--- src/rtl/instr_fetch_unit_pkg.sv ---
// Shared types and constants for the instruction fetch unit.
// Optional build macro used by this slice: FETCH_PERF_EN (performance counters).
package if_pkg;

    localparam int INSTR_W  = 32;
    // Entry PC field is sized for the widest supported ADDR_W; unused upper bits are constant zero.
    localparam int PC_MAX_W = 64;

    localparam logic [INSTR_W-1:0] HALT_WORD = 32'h0;

    typedef enum logic {
        FS_RUN  = 1'b0,
        FS_HALT = 1'b1
    } fetch_state_t;

    typedef struct packed {
        logic [PC_MAX_W-1:0] pc;
        logic [INSTR_W-1:0]  instr;
    } fetch_entry_t;

endpackage

--- src/rtl/instr_fetch_unit_if.sv ---
// Bus bundle of the fetch unit: instruction memory port, ID handshake and EX redirect.
// master = fetch unit side, slave = memory/ID/EX side.
interface instr_fetch_unit_if #(
    parameter int ADDR_W = 32
);
    import if_pkg::*;

    logic [ADDR_W-1:0]  imem_addr;
    logic               imem_re;
    logic               imem_we;
    logic [INSTR_W-1:0] imem_din;
    logic [INSTR_W-1:0] imem_rdata;

    logic               out_valid;
    logic               out_ready;
    logic [INSTR_W-1:0] out_instr;
    logic [ADDR_W-1:0]  out_pc;

    logic               redirect_valid;
    logic [ADDR_W-1:0]  redirect_pc;

    logic               halted;

    modport master (
        output imem_addr, imem_re, imem_we, imem_din,
        input  imem_rdata,
        output out_valid, out_instr, out_pc,
        input  out_ready,
        input  redirect_valid, redirect_pc,
        output halted
    );

    modport slave (
        input  imem_addr, imem_re, imem_we, imem_din,
        output imem_rdata,
        input  out_valid, out_instr, out_pc,
        output out_ready,
        output redirect_valid, redirect_pc,
        input  halted
    );

endinterface

--- src/rtl/instr_fetch_unit_fifo.sv ---
// Prefetch FIFO of {pc, instr} entries; flush overrides push and pop.
// Head reads as zero while empty.
module fetch_fifo
    import if_pkg::*;
#(
    parameter int DEPTH = 2,
    localparam int PTR_W = $clog2(DEPTH),
    localparam int CNT_W = PTR_W + 1
) (
    input  logic             clk,
    input  logic             rst_n,
    input  logic             push,
    input  logic             pop,
    input  logic             flush,
    input  fetch_entry_t     din,
    output fetch_entry_t     dout,
    output logic             full,
    output logic             empty,
    output logic [CNT_W-1:0] count
);

    fetch_entry_t     mem [DEPTH];
    logic [PTR_W-1:0] wr_ptr;
    logic [PTR_W-1:0] rd_ptr;
    logic             push_ok;
    logic             pop_ok;

    assign full  = (count == CNT_W'(DEPTH));
    assign empty = (count == '0);

    // A push into a full FIFO is accepted only when the head leaves in the same cycle.
    assign push_ok = push & ~flush & (~full | pop);
    assign pop_ok  = pop & ~flush & ~empty;

    assign dout = empty ? '0 : mem[rd_ptr];

    always_ff @(posedge clk) begin
        if (push_ok) begin
            mem[wr_ptr] <= din;
        end
    end

    always_ff @(posedge clk or negedge rst_n) begin
        if (!rst_n) begin
            wr_ptr <= '0;
            rd_ptr <= '0;
            count  <= '0;
        end else if (flush) begin
            wr_ptr <= '0;
            rd_ptr <= '0;
            count  <= '0;
        end else begin
            if (push_ok) begin
                wr_ptr <= wr_ptr + PTR_W'(1);
            end
            if (pop_ok) begin
                rd_ptr <= rd_ptr + PTR_W'(1);
            end
            count <= count + CNT_W'(push_ok) - CNT_W'(pop_ok);
        end
    end

endmodule

--- src/rtl/instr_fetch_unit.sv ---
// IF-stage fetch initiator: owns the fetch PC, prefetches into a small FIFO, honours EX redirects
// and stops at an all-zero word. Define FETCH_PERF_EN to add perf_fetched/perf_stall counters.
module instr_fetch_unit
    import if_pkg::*;
#(
    parameter int                ADDR_W     = 32,
    parameter logic [ADDR_W-1:0] RESET_PC   = '0,
    parameter int                FIFO_DEPTH = 2
) (
    input  logic                 clk,
    input  logic                 rst_n,
    instr_fetch_unit_if.master   bus
`ifdef FETCH_PERF_EN
    ,
    output logic [31:0]          perf_fetched,
    output logic [31:0]          perf_stall
`endif
);

    localparam int CNT_W = $clog2(FIFO_DEPTH) + 1;

    fetch_state_t      state_q;
    fetch_state_t      state_d;
    logic [ADDR_W-1:0] pc_q;
    logic [ADDR_W-1:0] pc_d;

    logic              fifo_push;
    logic              fifo_pop;
    logic              fifo_flush;
    logic              fifo_full;
    logic              fifo_empty;
    logic [CNT_W-1:0]  fifo_count;
    fetch_entry_t      fifo_din;
    fetch_entry_t      fifo_head;

    logic              fetch_re;
    logic              stall;

    fetch_fifo #(
        .DEPTH (FIFO_DEPTH)
    ) u_fifo (
        .clk   (clk),
        .rst_n (rst_n),
        .push  (fifo_push),
        .pop   (fifo_pop),
        .flush (fifo_flush),
        .din   (fifo_din),
        .dout  (fifo_head),
        .full  (fifo_full),
        .empty (fifo_empty),
        .count (fifo_count)
    );

    assign fifo_din.pc    = PC_MAX_W'(pc_q);
    assign fifo_din.instr = bus.imem_rdata;

    always_ff @(posedge clk or negedge rst_n) begin
        if (!rst_n) begin
            state_q <= FS_RUN;
            pc_q    <= RESET_PC;
        end else begin
            state_q <= state_d;
            pc_q    <= pc_d;
        end
    end

    // Redirect wins over everything: it voids the ID handshake and suppresses the memory read.
    always_comb begin
        state_d    = state_q;
        pc_d       = pc_q;
        fetch_re   = 1'b0;
        fifo_push  = 1'b0;
        fifo_flush = 1'b0;
        stall      = 1'b0;
        fifo_pop   = ~fifo_empty & bus.out_ready & ~bus.redirect_valid;

        if (bus.redirect_valid) begin
            fifo_flush = 1'b1;
            pc_d       = bus.redirect_pc;
            state_d    = FS_RUN;
        end else if (rst_n && state_q == FS_RUN) begin
            if ((fifo_count < CNT_W'(FIFO_DEPTH)) || fifo_pop) begin
                fetch_re = 1'b1;
                if (bus.imem_rdata != HALT_WORD) begin
                    fifo_push = 1'b1;
                    pc_d      = pc_q + ADDR_W'(1);
                end else begin
                    state_d = FS_HALT;
                end
            end else begin
                stall = fifo_full & ~fifo_pop;
            end
        end
    end

    assign bus.imem_addr = pc_q;
    assign bus.imem_re   = fetch_re;
    assign bus.imem_we   = 1'b0;
    assign bus.imem_din  = '0;
    assign bus.out_valid = ~fifo_empty;
    assign bus.out_instr = fifo_head.instr;
    assign bus.out_pc    = ADDR_W'(fifo_head.pc);
    assign bus.halted    = (state_q == FS_HALT);

`ifdef FETCH_PERF_EN
    always_ff @(posedge clk or negedge rst_n) begin
        if (!rst_n) begin
            perf_fetched <= '0;
            perf_stall   <= '0;
        end else begin
            if (fifo_push) begin
                perf_fetched <= perf_fetched + 32'd1;
            end
            if (stall) begin
                perf_stall <= perf_stall + 32'd1;
            end
        end
    end
`endif

endmodule
--- src/flat_wrapper.sv ---
// flat-port wrapper written by rule: the top's interface ports become plain ports
module instr_fetch_unit_flat import if_pkg::*;
#(
    parameter int                ADDR_W     = 32,
    parameter logic [ADDR_W-1:0] RESET_PC   = '0,
    parameter int                FIFO_DEPTH = 2
)
  (clk, rst_n, bus_imem_addr, bus_imem_re, bus_imem_we, bus_imem_din, bus_imem_rdata, bus_out_valid, bus_out_instr, bus_out_pc, bus_out_ready, bus_redirect_valid, bus_redirect_pc, bus_halted);
  instr_fetch_unit_if #(.ADDR_W(ADDR_W)) bus_i ();
  input  logic clk;
  input  logic rst_n;
  output wire logic [$bits(bus_i.imem_addr)-1:0] bus_imem_addr;
  output wire logic [$bits(bus_i.imem_re)-1:0] bus_imem_re;
  output wire logic [$bits(bus_i.imem_we)-1:0] bus_imem_we;
  output wire logic [$bits(bus_i.imem_din)-1:0] bus_imem_din;
  input wire logic [$bits(bus_i.imem_rdata)-1:0] bus_imem_rdata;
  output wire logic [$bits(bus_i.out_valid)-1:0] bus_out_valid;
  output wire logic [$bits(bus_i.out_instr)-1:0] bus_out_instr;
  output wire logic [$bits(bus_i.out_pc)-1:0] bus_out_pc;
  input wire logic [$bits(bus_i.out_ready)-1:0] bus_out_ready;
  input wire logic [$bits(bus_i.redirect_valid)-1:0] bus_redirect_valid;
  input wire logic [$bits(bus_i.redirect_pc)-1:0] bus_redirect_pc;
  output wire logic [$bits(bus_i.halted)-1:0] bus_halted;
  assign bus_imem_addr = bus_i.imem_addr;
  assign bus_imem_re = bus_i.imem_re;
  assign bus_imem_we = bus_i.imem_we;
  assign bus_imem_din = bus_i.imem_din;
  assign bus_i.imem_rdata = bus_imem_rdata;
  assign bus_out_valid = bus_i.out_valid;
  assign bus_out_instr = bus_i.out_instr;
  assign bus_out_pc = bus_i.out_pc;
  assign bus_i.out_ready = bus_out_ready;
  assign bus_i.redirect_valid = bus_redirect_valid;
  assign bus_i.redirect_pc = bus_redirect_pc;
  assign bus_halted = bus_i.halted;
  instr_fetch_unit #(.ADDR_W(ADDR_W), .RESET_PC(RESET_PC), .FIFO_DEPTH(FIFO_DEPTH)) u_core (.clk(clk), .rst_n(rst_n), .bus(bus_i));
endmodule
--- config.mk ---
export PLATFORM = sky130hd
export DESIGN_NAME = instr_fetch_unit_flat
export DESIGN_NICKNAME = d
export VERILOG_FILES = /design/src/rtl/instr_fetch_unit_pkg.sv /design/src/rtl/instr_fetch_unit_if.sv /design/src/rtl/instr_fetch_unit_fifo.sv /design/src/rtl/instr_fetch_unit.sv /design/src/flat_wrapper.sv
export SDC_FILE = /design/constraint.sdc
export NUM_CORES = 1
export LEC_CHECK = 0
export CORE_MARGIN = 8
export CORE_UTILIZATION = 35
export DETAILED_ROUTE_END_ITERATION = 10
export GPL_ROUTABILITY_DRIVEN = 0
export PLACE_DENSITY_LB_ADDON = 0.25
export SLEW_MARGIN = 20
export SYNTH_ARGS = -nofsm -noshare
export SYNTH_HDL_FRONTEND = slang
export SYNTH_SLANG_ARGS = --single-unit
--- constraint.sdc ---
create_clock -name clk -period 6.7 [get_ports clk]
set_clock_uncertainty 0.05 [all_clocks]
set_input_delay 2.01 -clock clk [delete_from_list [all_inputs] [get_ports clk]]
set_output_delay 2.01 -clock clk [all_outputs]
set_load 0.01 [all_outputs]
==> metrics.cfg, run 1 <==
[run]
cap_violations=0

[detailed_routing]
drt_pre_antenna_iters=4
post_drt_wl_per_cell_um=18.30
wl_met2_um=8889
drcViolationCount=0
met1_length_um=8394
drt_iter0_drc=285
ant_nets=0
viasPerCell=4.869
wl_met3_um=1132
wl_um=18570
dr_total_vias=4942
highest-signal-layer=met4

[logic_synthesis]
synth-seq-cells=165
synthFlopType=edfxtp_1
syn_area_per_cell_um2=13.00
ys_warn_count=0
synth_area_um2=7292
synth_edf_count=128
yosys.cell_types.count=44
synthCells=561
synthArstFlopShare_pct=22.42
seq_area_frac_synth_pct=65.41

[cells_and_area]
final_core_util_pct=46.82
final_nets=799
syn_to_final_growth_pct=33.27
final_cell_mix=clkdlybuf4s50_1 (165), edfxtp_1 (128), nor2_1 (84), mux2i_1 (65), dfrtp_1 (36)
nFillCells=1879
instances_no_fill=1015
antenna_cells=0
final_common_cell=clkdlybuf4s50_1
layout-drive-gt1-share_pct=7.162

[setup_path]
timing.rr.end=u_core.u_fifo.mem[1][0]
worst-path-max-fanout=25
end_kind=primary output
regToRegSetupSlack_ps=3450
arrival_ps=3730
start_kind=input port
crit_type=in2out
reg2regPathDepth=7
r2r-start=u_core.bus.halted
cp.required_ps=4640

[cts]
post-cts-setup-buffers=0
path_clk_slew_ps=60
cts_buffers=17
clk_latency_ps=410
cts_hold_buf=0
h-tree-depth=4
clk_path_buf_depth=2
cts_tree=built
clock-sinks=165
clockRootBuffer=clkbuf_16
ctsResizeCount=0

[power]
p_sw_mw=0.7565
cellLeakagePower_nw=3.315
switching_share_pct=27.34
internal_power_mw=2.011
power.density_nw_per_um2=284.8
pwr-share-seq_pct=45.7
power.share.clock_pct=32.4
peakVddDrop_uv=150.9
p_comb_share_pct=21.9

[die]
die_y_um=160.3
io_pins=200
die-area_um2=25710
num_rows=53
die_x_um=160.3
core-area_um2=20760
floorplan.initialDensity_pct=35.13

[worst_hold_path]
worstHoldPathCells=2
hold_class=reg2reg
min_to=u_core.bus.halted
hold_start=u_core.bus.halted

[global_routing]
first_global_vias=5201
grt_max_degree=65
overflow=0
grt_first_pass_wirelength_um=29040
track_usage_pct=14.42
antenna_found_initial=0

[place]
hpwlAfterDp_um=12870
dp.cells=983
numPortBuffers=166
pre_cts_ws_ps=897.4

[timing]
worst_slack_ps=906.8
finalCritPeriodShare_pct=86.47
final_max_slew_viol_count=0
fmaxAchievable_mhz=172.6
rsz0062_at_grt=false
fin_setup_tns_ps=0
setup_viol=0
min_period_ps=5793
slew_headroom_pct=34.28
tightest_slew_ps=961.0
finalHoldViolCount=0

[outcome]
status=finished clean

-- cell usage after synthesis (all sizes together) (2+ instances only) --
library cell | instances | share of area, %
nand3 | 10 | 0.75
nor4 | 9 | 0.86
buf | 42 | 4.0
or3 | 9 | 0.79
xnor2 | 5 | 0.60
and3 | 6 | 0.55
nand2b | 4 | 0.45
nor2 | 87 | 4.5
a2111oi | 2 | 0.50
edfxtp | 128 | 53
nand4 | 8 | 0.69
o211ai | 8 | 0.89
or4 | 2 | 0.21
a31oi | 12 | 1.0
o21ai | 33 | 2.3
dfrtp | 37 | 13
o2111ai | 9 | 1.1
nand2 | 26 | 1.3
o31ai | 2 | 0.21
clkbuf | 18 | 0.93
ha | 3 | 0.51
mux2i | 65 | 8.9
nor3 | 3 | 0.27
xor2 | 19 | 2.3
inv | 7 | 0.36
-- kinds of logic after synthesis --
kind of cell,Yosys count,synth area share [%]
flip-flops,165,65.41
AO/OA/AOI/OAI,68,6.143
other,1,0.05143
multiplexers,66,9.077
adder cells (fa/ha/maj),3,0.5148
XOR/XNOR,24,2.883
buffers and inverters,67,5.250
AND/OR/NAND/NOR,167,10.67
-- how the worst max path moves through the flow --
stage                            start                       to  depth (start not counted)  slack [ps]
finish              bus_redirect_valid              bus_imem_re                          4         910
global placement    bus_redirect_valid              bus_imem_re                          5         930
detailed placement  bus_redirect_valid              bus_imem_re                          4         900
CTS                 bus_redirect_valid              bus_imem_re                          4         890
floorplan           bus_redirect_valid  u_core.u_fifo.mem[0][0]                          5         460
global route        bus_redirect_valid              bus_imem_re                          5         770
-- area by class of cell --
class | instances | area, um^2 | share of cell area [%]
Clock buffer | 19 | 432.9 | 4.455
Clock inverter | 12 | 107.6 | 1.107
Inverter | 7 | 26.28 | 0.2704
Multi-Input combinational cell | 361 | 2282 | 23.48
Sequential cell | 165 | 4773 | 49.12
Tap cell | 275 | 344.1 | 3.541
Timing Repair Buffer | 176 | 1752 | 18.02
-- per-stage QoR --
stage               area [um^2]  power, mW  hold WS [ps]
floorplan                  7412      1.562         486.4
global placement           9150      1.885         472.6
detailed placement         9150      1.893         478.4
CTS                        9691      2.796         502.2
global route               9718      2.900         527.0
finish                     9718      2.767         497.9
-- flip-flops by register name (all words and copies together), names as in the netlist --
| register | cells |
|---|---|
| u_core.bus.imem_addr | 32 |
| u_core.bus.halted | 1 |
| u_core.u_fifo.wr_ptr | 1 |
| u_core.u_fifo.rd_ptr | 1 |
| u_core.u_fifo.mem | 128 |
| u_core.u_fifo.count | 2 |
-- power groups by stage --
stage | clock, mW | combinational (mW) | sequential (mW)
after global routing | 0.963 | 0.661 | 1.28
after detailed placement | 0 | 0.605 | 1.29
after global placement | 0 | 0.601 | 1.28
final | 0.895 | 0.607 | 1.26
after floorplan | 0 | 0.307 | 1.26
after CTS | 0.921 | 0.608 | 1.27
-- critical path, cell delays in order --
cell and delay (ps):
clkdlybuf4s50_1 580, inv_2 400, and2_1 200, clkdlybuf4s50_1 540
-- routing by layer --
layer	vias up	track usage, %
met5	-	0
li1	2330	-
met4	0	3.526
met2	189	23.73
met1	2415	18.20
met3	8	4.530
Note: power is estimated with default switching activity, not from simulation.
==> run 2: changes to the inputs <==
--- a/config.mk
+++ b/config.mk
@@ -10,6 +10,7 @@
 export DETAILED_ROUTE_END_ITERATION = 10
 export GPL_ROUTABILITY_DRIVEN = 0
 export PLACE_DENSITY_LB_ADDON = 0.25
+export RECOVER_POWER = 100
 export SLEW_MARGIN = 20
 export SYNTH_ARGS = -nofsm -noshare
 export SYNTH_HDL_FRONTEND = slang
==> run 2 against run 1 <==
The run now ends with max-capacitance violations, max-slew violations left. Sequential power hardly changed. Routed wire length rose by 0.27%. Cell count is the same. Design area down 0.28%. Critical path depth rose by 4. Setup slack worse by 230 ps. Via count barely moved. Maximum frequency fell by 3.9%. Combinational power is 7.1% lower. Non-clock buffer count unchanged. Flip-flop and latch count unchanged. Largest power group unchanged.
==> metrics.cfg, run 2 (same netlist as run 1, synthesis figures left out) <==
[detailed_routing]
drt_pre_antenna_iters=5  ; was 4
wl_um=18620  ; was 18,570 um
post_drt_wl_per_cell_um=18.35  ; was 18.30 um
ant_nets=0  ; unchanged
viasPerCell=4.871  ; was 4.869
drt_iter0_drc=298  ; was 285
drcViolationCount=0  ; unchanged
dr_total_vias=4944  ; was 4,942

[timing]
finalHoldViolCount=0  ; unchanged
min_period_ps=6026  ; was 5793 ps
fin_setup_tns_ps=0  ; unchanged
tightest_slew_ps=2239  ; was 961.0 ps
final_max_slew_viol_count=167  ; was 0
slew_headroom_pct=-49.26  ; was 34.28%
rsz0062_at_grt=false  ; unchanged
worst_slack_ps=674.2  ; was 906.8 ps
setup_viol=0  ; unchanged
fmaxAchievable_mhz=166.0  ; was 172.6 MHz
finalCritPeriodShare_pct=89.94  ; was 86.47%

[cells_and_area]
final_cell_mix=dlygate4sd3_1 (128), edfxtp_1 (128), nor2_1 (85), mux2i_1 (65), clkdlybuf4s50_1 (37)  ; was clkdlybuf4s50_1 (165), edfxtp_1 (128), nor2_1 (84), mux2i_1 (65), dfrtp_1 (36)
regMostFlops=u_core.u_fifo.mem  ; unchanged
final_nets=799  ; unchanged
register_area_um2=4773  ; unchanged
largest_register_ffs=128  ; unchanged
multi_input_area_um2=2270  ; was 2282 um^2
antenna_cells=0  ; unchanged
syn_to_final_growth_pct=32.89  ; was 33.27%
nFillCells=1887  ; was 1,879
layout-drive-gt1-share_pct=6.351  ; was 7.162%

[die]
num_rows=53  ; unchanged
die_y_um=160.3  ; unchanged
io_pins=200  ; unchanged
die-area_um2=25710  ; unchanged
floorplan.initialDensity_pct=35.13  ; unchanged
die_x_um=160.3  ; unchanged
core-area_um2=20760  ; unchanged

[cts]
cts_buffers=17  ; unchanged
clockRootBuffer=clkbuf_16  ; unchanged
clk_path_buf_depth=2  ; unchanged
clk_latency_ps=410  ; about the same
h-tree-depth=4  ; unchanged
cts_tree=built  ; unchanged
cts_hold_buf=0  ; unchanged
clock-sinks=165  ; unchanged
post-cts-setup-buffers=0  ; unchanged
path_clk_slew_ps=70  ; was 60 ps
ctsResizeCount=0  ; unchanged

[place]
hpwlAfterDp_um=12870  ; unchanged
numPortBuffers=166  ; unchanged
pre_cts_ws_ps=897.4  ; unchanged

[setup_path]
start_kind=input port  ; unchanged
crit_type=in2reg  ; was in2out
worst-path-max-fanout=64  ; was 25
cp.required_ps=6410  ; was 4640 ps
arrival_ps=5740  ; was 3730 ps
reg2regPathDepth=7  ; unchanged
r2r-start=u_core.bus.halted  ; unchanged
end_kind=flop  ; was primary output
worstSetupStartpoint=bus_imem_rdata[26]  ; was bus_redirect_valid

[global_routing]
grt_max_degree=65  ; unchanged
antenna_found_initial=0  ; unchanged
overflow=0  ; unchanged
track_usage_pct=14.42  ; unchanged
grt_first_pass_wirelength_um=29040  ; unchanged
first_global_vias=5201  ; unchanged

[worst_hold_path]
hold_class=reg2reg  ; unchanged
worstHoldPathCells=2  ; unchanged
hold_start=u_core.bus.halted  ; unchanged

[run]
cap_violations=4  ; was 0

[power]
power.density_nw_per_um2=281.2  ; was 284.8 nW/um^2
peakVddDrop_uv=150.8  ; was 150.9 uV
cellLeakagePower_nw=3.489  ; was 3.315 nW

[outcome]
status=finished, violations left  ; was finished clean
violations=max-capacitance violations, max-slew violations

-- run 2: cell types whose count changed in the layout (fill, tap and decap cells not counted), sizes merged --
cell | previous run | this run
buf | 11 | 6
clkbuf | 19 | 24
clkdlybuf4s50 | 165 | 37
dlygate4sd3 | 0 | 128
-- run 2: report_power, final --
| part | leakage [nW] | internal (mW) | switching [mW] |
|---|---|---|---|
| clock | 0.251 | 0.509 | 0.387 |
| sequential | 1.62 | 1.19 | 0.0756 |
| combinational | 1.62 | 0.274 | 0.290 |
| total | 3.49 | 1.97 | 0.752 |
-- run 2: layout make-up --
cell class	instances	area share [%]
Sequential cell	165	49.26
Clock buffer	19	4.467
Multi-Input combinational cell	361	23.42
Clock inverter	12	1.110
Inverter	7	0.2711
Timing Repair Buffer	176	17.92
Tap cell	275	3.551
-- run 2: worst paths after layout --
kind	endpoint	slack (ps)
max in group asynchronous	u_core.u_fifo.rd_ptr	2670
min in group asynchronous	u_core.bus.imem_addr[0]	2350
worst max register to register	u_core.u_fifo.mem[0][52]	3110
worst min-delay path	u_core.bus.halted	490
worst max-delay path	u_core.u_fifo.mem[0][52]	670
worst min register to register	u_core.bus.halted	490
-- run 2: routing by layer --
metal | vias up | share of wire, % | global-route usage, %
met5 | - | 0 | 0
met4 | 0 | 0.83 | 3.526
met3 | 8 | 5.9 | 4.530
met2 | 184 | 48 | 23.73
met1 | 2427 | 45 | 18.20
li1 | 2325 | - | -
-- run 2: per-stage QoR --
stage                     total power, mW  std cells  utilization (%)  area, um^2  hold WS, ps
after floorplan                     1.562        593                -        7412        486.4
after global placement              1.885        983            44.08        9150        472.6
after detailed placement            1.893        983            44.08        9150        478.4
after CTS                           2.796       1014            46.69        9691        502.2
after global routing                2.857       1015            46.69        9691        522.0
final                               2.725       1015            46.69        9691        492.5
-- run 2: critical path, cell delays in order --
cell           delay, ps
dlygate4sd3_1        590
nor4_1               410
nand4_1              220
clkbuf_1             460
o21ai_0              650
nand2b_1             330
nor2_4                40
clkbuf_2             990
==> run 3: changes to the inputs <==
--- a/config.mk
+++ b/config.mk
@@ -7,6 +7,7 @@
 export LEC_CHECK = 0
 export CORE_MARGIN = 8
 export CORE_UTILIZATION = 35
+export CTS_CLUSTER_SIZE = 14
 export DETAILED_ROUTE_END_ITERATION = 10
 export GPL_ROUTABILITY_DRIVEN = 0
 export PLACE_DENSITY_LB_ADDON = 0.25
==> results of run 3 <==
Same layout as run 2: the final DEF is identical, and so are final timing and power.
